<file path="config.mk">
export PLATFORM = sky130hd
export DESIGN_NAME = noise_voice_sequencer
export DESIGN_NICKNAME = d
export VERILOG_FILES = /design/src/rtl/noise_voice_sequencer.sv
export SDC_FILE = /design/constraint.sdc
export NUM_CORES = 1
export LEC_CHECK = 0
export CORE_ASPECT_RATIO = 0.5
export CORE_UTILIZATION = 50
export CTS_BUF_LIST = sky130_fd_sc_hd__clkbuf_16
export DETAILED_ROUTE_END_ITERATION = 16
export GPL_TIMING_DRIVEN = 0
export MAX_ROUTING_LAYER = met4
export PLACE_DENSITY = 0.72
export SETUP_SLACK_MARGIN = 0.15
export SLEW_MARGIN = 15
export SYNTH_ARGS = -nofsm -noshare
export SYNTH_HDL_FRONTEND = slang
export SYNTH_SLANG_ARGS = --single-unit
</file>
<file path="constraint.sdc">
create_clock -name clk -period 11.9 [get_ports clk]
set_input_delay 3.57 -clock clk [delete_from_list [all_inputs] [get_ports clk]]
set_output_delay 3.57 -clock clk [all_outputs]
set_load 0.05 [all_outputs]
</file>
<file path="src/rtl/noise_voice_sequencer.sv">
// Time-multiplexed SID-style noise generator: one shared accumulator/LFSR datapath
// serves VOICES voices, one voice per clock, once per sample_tick sweep.
module noise_voice_sequencer #(
    parameter int VOICES = 4
) (
    input  logic                        clk,
    input  logic                        rst,
    input  logic                        sample_tick,
    input  logic                        freq_wr_en,
    input  logic [$clog2(VOICES)-1:0]   freq_wr_addr,
    input  logic [15:0]                 freq_wr_data,
    input  logic [VOICES-1:0]           test,
    output logic [11:0]                 dout,
    output logic [$clog2(VOICES)-1:0]   dout_voice,
    output logic                        dout_valid,
    output logic                        busy,
    output logic                        overrun
);

    localparam int IW = $clog2(VOICES);
    localparam logic [22:0] SEED = 23'h37242B;
    localparam logic [IW-1:0] LAST_VOICE = IW'(VOICES - 1);

    typedef enum logic {
        IDLE = 1'b0,
        RUN  = 1'b1
    } state_t;

    // Picks the eight LFSR taps that form the top byte of the noise sample.
    function automatic logic [11:0] noise_map(input logic [22:0] l);
        noise_map = {l[22], l[20], l[16], l[13], l[11], l[7], l[4], l[2], 4'b0000};
    endfunction

    state_t          state_r;
    state_t          state_nxt_s;
    logic [IW-1:0]   voice_r;
    logic [IW-1:0]   voice_nxt_s;
    logic [23:0]     acc_r  [VOICES];
    logic [22:0]     lfsr_r [VOICES];
    logic [15:0]     freq_r [VOICES];
    logic [23:0]     acc_sum_s;
    logic            step_s;
    logic [23:0]     acc_wb_s;
    logic [22:0]     lfsr_wb_s;
    logic [11:0]     dout_r;
    logic [IW-1:0]   dout_voice_r;
    logic            dout_valid_r;
    logic            busy_r;
    logic            overrun_r;

    // Sweep control and the shared per-voice update datapath.
    always_comb begin
        state_nxt_s = state_r;
        voice_nxt_s = voice_r;
        acc_sum_s   = acc_r[voice_r] + {8'h00, freq_r[voice_r]};
        step_s      = !acc_r[voice_r][19] && acc_sum_s[19];
        acc_wb_s    = acc_sum_s;
        lfsr_wb_s   = lfsr_r[voice_r];
        if (test[voice_r]) begin
            acc_wb_s  = 24'h000000;
            lfsr_wb_s = SEED;
        end else if (step_s) begin
            lfsr_wb_s = {lfsr_r[voice_r][21:0], lfsr_r[voice_r][22] ^ lfsr_r[voice_r][17]};
        end else begin
            lfsr_wb_s = lfsr_r[voice_r];
        end
        case (state_r)
            IDLE: begin
                if (sample_tick) begin
                    state_nxt_s = RUN;
                    voice_nxt_s = {IW{1'b0}};
                end else begin
                    state_nxt_s = IDLE;
                end
            end
            RUN: begin
                if (voice_r == LAST_VOICE) begin
                    state_nxt_s = IDLE;
                    voice_nxt_s = {IW{1'b0}};
                end else begin
                    voice_nxt_s = voice_r + IW'(1);
                end
            end
            default: begin
                state_nxt_s = IDLE;
                voice_nxt_s = {IW{1'b0}};
            end
        endcase
    end

    // State, per-voice accumulator/LFSR writeback and registered outputs.
    always_ff @(posedge clk or posedge rst) begin
        if (rst) begin
            state_r      <= IDLE;
            voice_r      <= {IW{1'b0}};
            dout_r       <= 12'h000;
            dout_voice_r <= {IW{1'b0}};
            dout_valid_r <= 1'b0;
            busy_r       <= 1'b0;
            overrun_r    <= 1'b0;
            for (int i = 0; i < VOICES; i++) begin
                acc_r[i]  <= 24'h000000;
                lfsr_r[i] <= SEED;
            end
        end else begin
            state_r <= state_nxt_s;
            voice_r <= voice_nxt_s;
            busy_r  <= (state_nxt_s == RUN);
            if (sample_tick && (state_r != IDLE)) begin
                overrun_r <= 1'b1;
            end
            if (state_r == RUN) begin
                acc_r[voice_r]  <= acc_wb_s;
                lfsr_r[voice_r] <= lfsr_wb_s;
                dout_r          <= noise_map(lfsr_wb_s);
                dout_voice_r    <= voice_r;
                dout_valid_r    <= 1'b1;
            end else begin
                dout_valid_r    <= 1'b0;
            end
        end
    end

    // Frequency register file; a same-cycle write to the active voice takes effect next sweep.
    always_ff @(posedge clk or posedge rst) begin
        if (rst) begin
            for (int i = 0; i < VOICES; i++) begin
                freq_r[i] <= 16'h0000;
            end
        end else begin
            if (freq_wr_en && (32'(freq_wr_addr) < VOICES)) begin
                freq_r[freq_wr_addr] <= freq_wr_data;
            end
        end
    end

    assign dout       = dout_r;
    assign dout_voice = dout_voice_r;
    assign dout_valid = dout_valid_r;
    assign busy       = busy_r;
    assign overrun    = overrun_r;

endmodule

</file>
# Yosys cells after proc, flatten, opt, wreduce, memory -nomap -nowiden
# Cells that the tools add are included.
[word_totals] register_bits=267 inputBits=26 output_inout_bits=17 wordCells=66
[classes] n_addsub=2 n_lt_le_gt_ge=5 eq_ne=2 n_mux=30 n_bitwise=4 n_reduce_logical=5
[op_table] op="$mux W23" count=5
[op_table] op="$bwmux W96" count=1
[op_table] op="$mux W24" count=4
[op_table] op="$bwmux W92" count=1
[op_table] op="$bwmux W64" count=1
[op_table] op="$bmux W24 S2" count=1
[op_table] op="$demux W24 S2" count=1
[op_table] op="$mux W16" count=3
[op_table] op="$bmux W23 S2" count=1
[op_table] op="$demux W23 S2" count=1
[op_table] op="$bmux W16 S2" count=1
[op_table] op="$demux W16 S2" count=1
[op_table] op="$add A24 B16 Y24" count=1
[op_table] op="$ge A3 B3 Y1 const B" count=2
[op_table] op="$lt A3 B1 Y1 const B" count=2
[op_table] op="$not A2 Y3" count=2
[op_table] op="$logic_and A1 B1 Y1" count=4
[op_table] op="$mux W1" count=4
[op_table] op="$mux W2" count=2
[op_table] op="$pmux W2 S2" count=1
[op_table] op="$lt A2 B3 Y1 const B" count=1
[op_table] op="$add A2 B1 Y2 const B" count=1
[op_table] op="$bmux W1 S2" count=1
[op_table] op="$eq A2 B2 Y1 const B" count=1
[op_table] op="other kinds (5)" count=5

# Depth between registers and ports, before layout
# Gate-level depths: netlist (run 1).
[logic_depth] depth_word=9 depth_mapped=19 depth_no_buf=13

# Worst setup path before layout (run 1)
# No wires, ideal clock.
[synth_path] path_type="in2reg" startpoint="input freq_wr_addr[1]" endpoint="register freq_r[48] in the netlist's numbering" setup_ns=0.125 arrival_time_ns=4.685 t_required_ns=11.775 path_slack_ns=7.090 cell_stages=3 path_buffers=1 cell_sequence="nor3b_2 clkbuf_1 mux2_2"
[synth_via] elab_chain_cells=6 elab_cells_between_ends=7 classes_between="order compare: 2; mux: 3; bitwise: 1; reduce/logical: 1"
[synth_rtl] item="start, declared" line="10" source="input logic [$clog2(VOICES)-1:0] freq_wr_addr,"
[synth_rtl] item="$not A2 Y3 (implied by the code) *" line="132" source="freq_r[freq_wr_addr] <= freq_wr_data;"
[synth_rtl] item="$ge A3 B3 Y1 (implied by the code) or $lt A3 B1 Y1 (tied branches)" line="132"
[synth_rtl] item="$logic_and A1 B1 Y1 (implied by the code)" line="132"
[synth_rtl] item="$mux W16 (implied by the code)" line="132"
[synth_rtl] item="$demux W16 S2 *" line="132"
[synth_rtl] item="$bwmux W64 *" line="132"
[synth_rtl] item="end signal, assigned by index" line="132"
[synth_rtl] item="end, declared" line="40" source="logic [15:0] freq_r [VOICES];"
# Every way passes the cells marked *; elsewhere a longest branch is shown, timed or not.
# A chain may end at the register's enable or synchronous reset.

# Worst setup path in the final report (run 1)
[layout_path] startpoint="register voice_r[1]" endpoint="register dout_r[11] (netlist: dout[11])"
[layout_via] elab_chain_cells=8 elab_cells_between_ends=17 classes_between="add/sub: 1; mux: 13; bitwise: 1; reduce/logical: 2"
[layout_rtl] item="start, declared" line="36" source="logic [IW-1:0] voice_r;"
[layout_rtl] item="start signal, assigned" line="95" source="voice_r <= {IW{1'b0}};"
[layout_rtl] item="start signal, assigned" line="107" source="voice_r <= voice_nxt_s;"
[layout_rtl] item="$not A2 Y3 (implied by the code)"
[layout_rtl] item="$bmux W24 S2 or $bmux W16 S2 (tied branches)" line="55, 56"
[layout_rtl] item="$mux W24 (implied by the code) or $mux W16 (tied branches) (2 in a row)" line="56, 55"
[layout_rtl] item="$add A24 B16 Y24 or $logic_not A1 Y1 (tied branches)" line="55, 56"
[layout_rtl] item="$logic_and A1 B1 Y1" line="56" source="step_s = !acc_r[voice_r][19] && acc_sum_s[19];"
[layout_rtl] item="$mux W23" line="62" source="end else if (step_s) begin"
[layout_rtl] item="$mux W23 *" line="59" source="if (test[voice_r]) begin"
[layout_rtl] item="end signal, assigned" line="115" source="dout_r <= noise_map(lfsr_wb_s);"
[layout_rtl] item="end, declared" line="45" source="logic [11:0] dout_r;"
# Every way passes the cells marked *; elsewhere a longest branch is shown, timed or not. The select of a mux whose other input is x is not followed.

==> summary by stage, run 1 <==
GRT
The number of antenna violations at the first check in global routing is 0. In the global route stage, overall resource usage came out at 26.3%. The total overflow left after global routing is 0.

The pin count of the biggest net entering global routing is 100. The global-route wire length before repair is about 50000 µm. The via count of the first global-routing pass is 9157.

CTS
In this run the number of H-tree levels came out at 1. The total setup buffers inserted after CTS is 0. The number of hold-repair buffers added at the cts stage is 0.

The TritonCTS clock tree is built. The clock network latency to the later pin of the worst-skew pair is approximately 530 ps. The register clock-pin slew on the reported worst setup and hold paths is 60 ps.

The clock buffer count from CTS is 25. In this run, post-CTS repair resized a total of 0 instances. The tree is rooted in a clkbuf_16. The longest clock path from root to sink contains 3 buffers. The clock drives 251 sinks.

STA
The total setup violations reported at the end of the flow is 0. The timing-limited maximum frequency is 163 MHz. The actual transition at the worst max-transition pin is 881 ps. The final cycle utilization of the critical path is 51.5%. The hold violation total from the final report is 0. The final worst setup slack is ~5800 ps.

The number of pins with negative max-slew slack in the final report is 0. Setup repair after global routing left no endpoint under its margin. The time the worst path needs with I/O delays and setup is between 6000 and 7000 ps. The worst-case clock skew is between 20 and 30 ps. The summed negative setup slack over all endpoints is 0 ps. The worst pin sits at a relative slew slack of 41.3%.

Route
The routed length on met3 is 2070 µm. The routed wire length is roughly 31000 µm. The detailed router used layers up to and including met4.

The detail-routed net length per standard cell is 22.1 µm. For this block, the initial DRC count from the detailed router was 854. The detail-routed via count per cell is 6.24. After detailed routing, the met2 layer carries 14400 µm of wire. In the routed design, unresolved DRC markers number 0.

The wire length on met1 is around 14000 µm. The detailed-route via count is 8715. Once detail routing completed, the nets flagged for antenna violations numbered 0. The pre-antenna-repair detailed-routing pass consisted of 5 iterations.

Power
The switching power as a share of total power is 42.2%. The switching component of the power is 1.79 mW. Power spread over the standard cell area amounts to 304 nW/µm². The reported leakage power is 5.92 nW. Combinational logic is responsible for 49.0% of the overall power.

The clock group share of total power is approximately a fifth. Registers are responsible for 31.9% of the overall power. VDD sags by at most 0.132 mV. Cell internal power was estimated by the tool at 2.45 mW.

Final layout
The area added between synthesis and finish is 13.7%. The final cell utilization of the core is approximately three fifths. The post-route netlist has 25.1% of its cells at a drive strength greater than 1.

The antenna diode instance count is 0. After the last flow step, the layout net total stands at around 1100.

Logic synthesis
By instance count, the leading cell after synthesis is dfrtp_1. The dominant synthesized flop cell is dfrtp_1. Counting flops with an async set or reset pin after synthesis yields a share of 100%. Sequential cells were found to cover 51.7% of the synthesized design area. After technology mapping, the gate count stands at between 900 and 1000. The synthesized netlist contains 64 unique library cells. The cell taking the most area after synthesis is dfrtp_1. Synthesis inferred 251 register bits. The synthesized cell area is 12300 µm².

The top cell type by area accounts for between 40% and 50% of the synthesized area. In the post-synthesis netlist, the biggest area contributors are dfrtp_1, mux4_2, dfstp_2. The post-synthesis area per instance is 12.3 µm². The synthesis warning total is 0.

The number of enable flip-flop cells after synthesis is 0. Sorting the synthesized cells by how often they occur yields dfrtp_1, nand2_1, o31ai_1, mux2_2, mux4_2.

Critical path
In this run the worst path has a maximum fanout of 10. For the worst setup path, the data required time is 12320 ps. In this run the worst setup path begins at voice_r[1]. The launching element type of the critical path is a flip-flop. STA puts the critical path data arrival time at 6550 ps. The reg-to-reg setup timing slack is around 5800 ps. The category of the worst setup path capture point is a flip-flop. The kind of critical path is flip-flop to flip-flop. The worst reg2reg path startpoint is voice_r[1]. The path depth of the worst reg2reg path is 18.

In this run the critical register-to-register path is captured at dout[11]. In this run the worst setup path terminates at dout[11].

Die
Pin placement for this block handled 43 I/O pins. In this run the horizontal extent of the chip is 224 µm. The floorplan step defined a die boundary enclosing 25200 µm². In this run the standard cell core region covers approximately 24000 µm². The overall die height is roughly 110 µm. The count of standard-cell rows is 40. The effective utilization at floorplan is 51.1%.

Placed design
OpenSTA, run right after detailed placement, puts the worst setup slack at 5800 ps. Once detailed placement completed, the half-perimeter wirelength came to 20900 µm. Routability-driven placement finished with a final weighted congestion of between 0.9 and 1. Input and output buffers added on the ports amount to 38.

Job
The number of violations of the max-capacitance limit is 0.

Status
The run finished with clean final reports.

Hold path
The min-delay analysis places its worst path in the category flip-flop to flip-flop.
## cell type report
class | count | area, µm²
plain buffers | 77 | 362
fillers | 1985 | 10100
inverters | 9 | 41.3
flip-flops and latches | 251 | 6340
clock buffers | 25 | 626
clock inverters | 20 | 203
multi-input cells | 660 | 5550
repair buffers | 40 | 435
well taps | 315 | 394
## power groups by stage
stage | combinational (mW) | clock [mW] | sequential (mW)
final | 2.08 | 0.809 | 1.35
after global routing | 2.25 | 0.852 | 1.39
after CTS | 2.06 | 0.817 | 1.35
after detailed placement | 2.04 | 0 | 1.36
after global placement | 1.99 | 0 | 1.35
after floorplan | 1.47 | 0 | 1.37
## sequential cells by signal, indices dropped and copies added, names as in the netlist
signal      count
acc_r          80
busy            1
dout            8
dout_valid      1
dout_voice      2
freq_r         64
lfsr_r         92
overrun         1
voice_r         2
## logic make-up after synthesis
logic type / synth area share [%]
adder cells (fa/ha/maj): 2.31
AND/OR/NAND/NOR: 8.48
other: 0.0306
AO/OA/AOI/OAI: 14.2
buffers and inverters: 3.22
XOR/XNOR: 1.22
flip-flops: 51.7
multiplexers: 18.9
## through the flow
step                hold slack (ps)  area [µm²]  power [mW]  std cells
floorplan                       438       12300        2.84        997
global placement                378       13100        3.33       1350
finish                          397       13900        4.24       1397
CTS                             405       13900        4.23       1397
global route                    407       13900        4.49       1397
detailed placement              391       13100        3.41       1352
## worst min-delay path by stage
stage / slack, ps / cells after the start / startpoint / to
3_3_place_gp: 380 / 0 / busy / dout_valid
2_1_floorplan: 440 / 2 / acc_r[37] / acc_r[37]
5_1_grt: 410 / 0 / busy / dout_valid
4_1_cts: 410 / 0 / busy / dout_valid
6_report: 400 / 0 / busy / dout_valid
3_5_place_dp: 390 / 0 / busy / dout_valid
## cell usage in the layout, fill, tap and decap left out, types with 5 or more instances in the layout
| cell type | synthesis | layout |
|---|---|---|
| a21o_1 | 8 | 8 |
| buf_2 | 13 | 13 |
| o41ai_1 | 8 | 8 |
| ha_1 | 21 | 21 |
| clkbuf_16 | 0 | 25 |
| inv_1 | 8 | 13 |
| mux2_2 | 70 | 70 |
| mux2i_1 | 10 | 10 |
| xor2_1 | 6 | 6 |
| clkbuf_1 | 50 | 50 |
| a21oi_1 | 18 | 18 |
| clkinv_2 | 0 | 5 |
| o21ai_1 | 40 | 40 |
| nand2_1 | 175 | 175 |
| nor2_1 | 14 | 14 |
| xnor2_1 | 8 | 8 |
| a211oi_2 | 8 | 8 |
| a22o_1 | 16 | 16 |
| and3_1 | 5 | 5 |
| nor2b_1 | 9 | 9 |
| clkdlybuf4s50_1 | 0 | 38 |
| dfrtp_1 | 207 | 207 |
| mux4_2 | 59 | 59 |
| dfstp_2 | 44 | 44 |
| o31ai_1 | 78 | 78 |
| o21ai_0 | 28 | 28 |
| and2_1 | 7 | 7 |
| buf_4 | 11 | 11 |
## worst max-delay path, stage by stage, from the launching register on
cell and delay, ps:
dfrtp_1 380, buf_2 320, buf_4 280, buf_4 270, clkbuf_1 630, mux4_2 450
ha_1 420, nand2_1 100, o211ai_1 240, o211ai_2 220, a21boi_0 200, o21bai_1 80
a21oi_1 330, ha_1 210, buf_2 180, clkbuf_1 680, mux2i_1 570, nor2_1 150
mux2_2 290
## layer usage
layer  GRT usage, %  up-vias
met5              -        -
met4           8.17        0
met3           4.28       69
met2           41.3      310
met1           35.7     4537
li1               -     3799
Power figures use the tool's default switching activity.
==> run 2, diff against run 1 <==
PLACE_DENSITY = 0.75   (was 0.72)
clock period = 5.15 ns   (was 11.9 ns; I/O delays follow)
==> summary by stage, run 2 (synthesis gave the netlist of run 1 again) <==
Status
The flow ran to the end, but the final reports show violations. The final reports fail on design-rule violations.

CTS
Clock tree synthesis selected as its root buffer the cell clkbuf_16. The H-tree depth reported by CTS is 1. TritonCTS built the clock tree.

The clock drives 251 sinks. The maximum buffer depth of the clock tree is 3. Clock latency on the worst-skew pair, taken at its later pin, is 530 ps. The register clock-pin slew on the reported worst setup and hold paths is about 60 ps.

The number of hold-repair buffers added at the cts stage is 0. The clock buffer count from CTS is 24.

Route
Wires add up to 30900 µm. The post-route DRC violation count is 1. For this block, the via count after detailed routing is 8851. The number of detailed-routing iterations run before antenna repair is 11. The detail-routed via count per cell is ~6.3.

In the final routed layout, each cell accounts on average for roughly 22 µm. The number of design-rule violations left by the first detailed-router iteration is about 750. In this run the remaining antenna-violating nets after routing total 0.

Placed design
Prior to clock tree synthesis, the placed netlist has a worst setup slack of -979 ps. The number of buffer cells added on primary ports is 38. The sum of net half-perimeters after detailed placement is 21100 µm.

The global placer's final weighted congestion is 0.888. The cell count after placement is 1357.

Critical path
The sum of buffers and inverters on the critical path is 7. The worst setup path is captured at a flip-flop. The kind of cell adding the most delay to the critical path is buffers and inverters. On the critical path, the stage with the largest delay is an instance of mux4_2. The setup path with the least slack is of type flip-flop to flip-flop.

The critical path goes through buf_4, buf_4, buf_4, buf_2, mux4_2, ha_1, and3_1, a211o_4, nand4_4, a21boi_0, o21bai_1, a21oi_2, ha_1, buf_2, buf_6, buf_4, a211oi_2, a21oi_1. The most numerous cell type found on the critical path is buf_4. On the worst path, the slowest cell contributes a delay of 390 ps. The worst setup path is launched from a flip-flop.

The data required time of the critical path is 5540 ps. The arrival time reported for the critical path endpoint is 5230 ps. The maximum fanout along the worst path is 10.

Die
The count of standard-cell rows is 40. The overall die height is around 110 µm. The core region is 24000 µm². For this configuration, the core starts out at a cell density of slightly above 50%. For this design the top-level I/O count stands at 43. The die is 224 µm wide. The full die area is 25200 µm².

STA
Between clock sinks in the finished design, the worst skew comes to 15.9 ps. The worst hold slack after final layout is 402 ps. Setup slack on the critical path of the routed design comes to 304 ps. The timing-limited maximum frequency is 206 MHz. Setup repair after global routing could not meet its margin everywhere.

Subtracting the final worst setup slack from the clock period gives 4850 ps. The summed negative setup slack over all endpoints is 0 ps. The hold violation total from the final report is 0. At the pin with the least slew margin, the transition time is around 760 ps. The final critical path takes up 94.1% of the cycle. The worst slew margin relative to its limit is around half. The number of pins with negative max-slew slack in the final report was 0. Setup violations remaining at the end of the flow were counted as 0.

Power
The power density over the cells is 689 nW/µm². For this design the total switching power over the nets is 4.12 mW. The part of the total power dissipated in combinational logic is 50.6%. The internal portion of the total power is 5.51 mW. In this run the static leakage power is 5.95 nW. Of the total power, the clock network draws between 10% and 20%. IR analysis of the VDD net gives a maximum drop of 0.270 mV.

The switching power as a share of total power is between 40% and 50%. The design draws 9.63 mW. Per report_power, the sequential group accounts for 32.6% of the total.

GRT
The first global-routing pass estimated 49900 µm of wire. The total congestion overflow after global routing is 0. The number of antenna violations at the first check in global routing was 0. The pin count of the biggest net entering global routing is 39. The via count of the first global-routing pass is 9111. Global routing used 26.2% of the available tracks.

Final layout
The largest registers in the layout are lfsr_r: 92 flops, acc_r: 80 flops, freq_r: 64 flops. The antenna diode instance count is 0. Ranked by flip-flop count, first place goes to lfsr_r.

The post-route netlist has 25.6% of its cells at a drive strength greater than 1. In the final design database the tool counted 1120 nets. The library cell used most frequently in the layout, excluding fill and tap cells, is dfrtp_1. Leaving out fill and tap cells, the most frequent cells in the layout are dfrtp_1, nand2_1, o31ai_1. The area added between synthesis and finish is 14.1%. The register with the most flip-flops in the layout has slightly above 90 of them.

Once layout is complete, the cells apart from fillers number 1405.

Job
The number of violations of the max-capacitance limit is 0.

Hold path
The min-delay analysis places its worst path in the category flip-flop to flip-flop.
## run 2: worst register-to-register path: cells and delay by family, from the launching register on
family / cells / cell delay, ps
AO/OA/AOI/OAI: 6 / 1290
buffers and inverters: 7 / 1720
AND/OR/NAND/NOR: 2 / 350
flip-flops: 1 / 380
adder cells (fa/ha/maj): 2 / 580
multiplexers: 1 / 400
## run 2: worst paths after layout
path / slack, ps / startpoint / to / cells after the start
max in group asynchronous: 2740 / rst / acc_r[33] / 5
max reg2reg: 300 / voice_r[1] / dout[8] / 18
min in group asynchronous: 1370 / rst / lfsr_r[9] / 2
max: 300 / voice_r[1] / dout[8] / 18
min reg2reg: 400 / busy / dout_valid / 0
min: 400 / busy / dout_valid / 0
## run 2: power by group through the flow
stage / registers, mW / clock network (mW) / logic, mW
floorplan: 3.16 / 0 / 3.40
global placement: 3.11 / 0 / 4.57
detailed placement: 3.16 / 0 / 4.71
CTS: 3.13 / 1.63 / 4.76
global route: 3.22 / 1.72 / 5.24
finish: 3.15 / 1.62 / 4.87
## run 2: per-layer routing
layer	wire, µm	up-vias	track usage, %
li1	-	3807	-
met1	13000	4583	35.3
met2	14800	392	41.0
met3	2220	69	4.34
met4	891	0	8.04
met5	0	-	-
## run 2: repair_timing
action / in CTS / in global routing
setup endpoints to repair: 100 / 90
resized for setup: 15 / 4
setup buffers: 0 / 4
endpoints found under the hold margin: 0 / 0
pin swaps: 0 / 1
cloned: 0 / 0
## run 2: final cells by class
cell class | instances | area (µm²)
Buffer | 77 | 405
Clock buffer | 25 | 626
Clock inverter | 19 | 75.1
Fill cell | 1888 | 10000
Inverter | 9 | 37.5
Multi-Input combinational cell | 660 | 5570
Sequential cell | 251 | 6340
Tap cell | 315 | 394
Timing Repair Buffer | 49 | 551
## run 2: per-stage QoR
step	utilization, %	cell area, µm²
2_1_floorplan	-	12300
3_3_place_gp	54.3	13100
3_5_place_dp	54.9	13200
4_1_cts	58.1	13900
5_1_grt	58.2	14000
6_report	58.2	14000
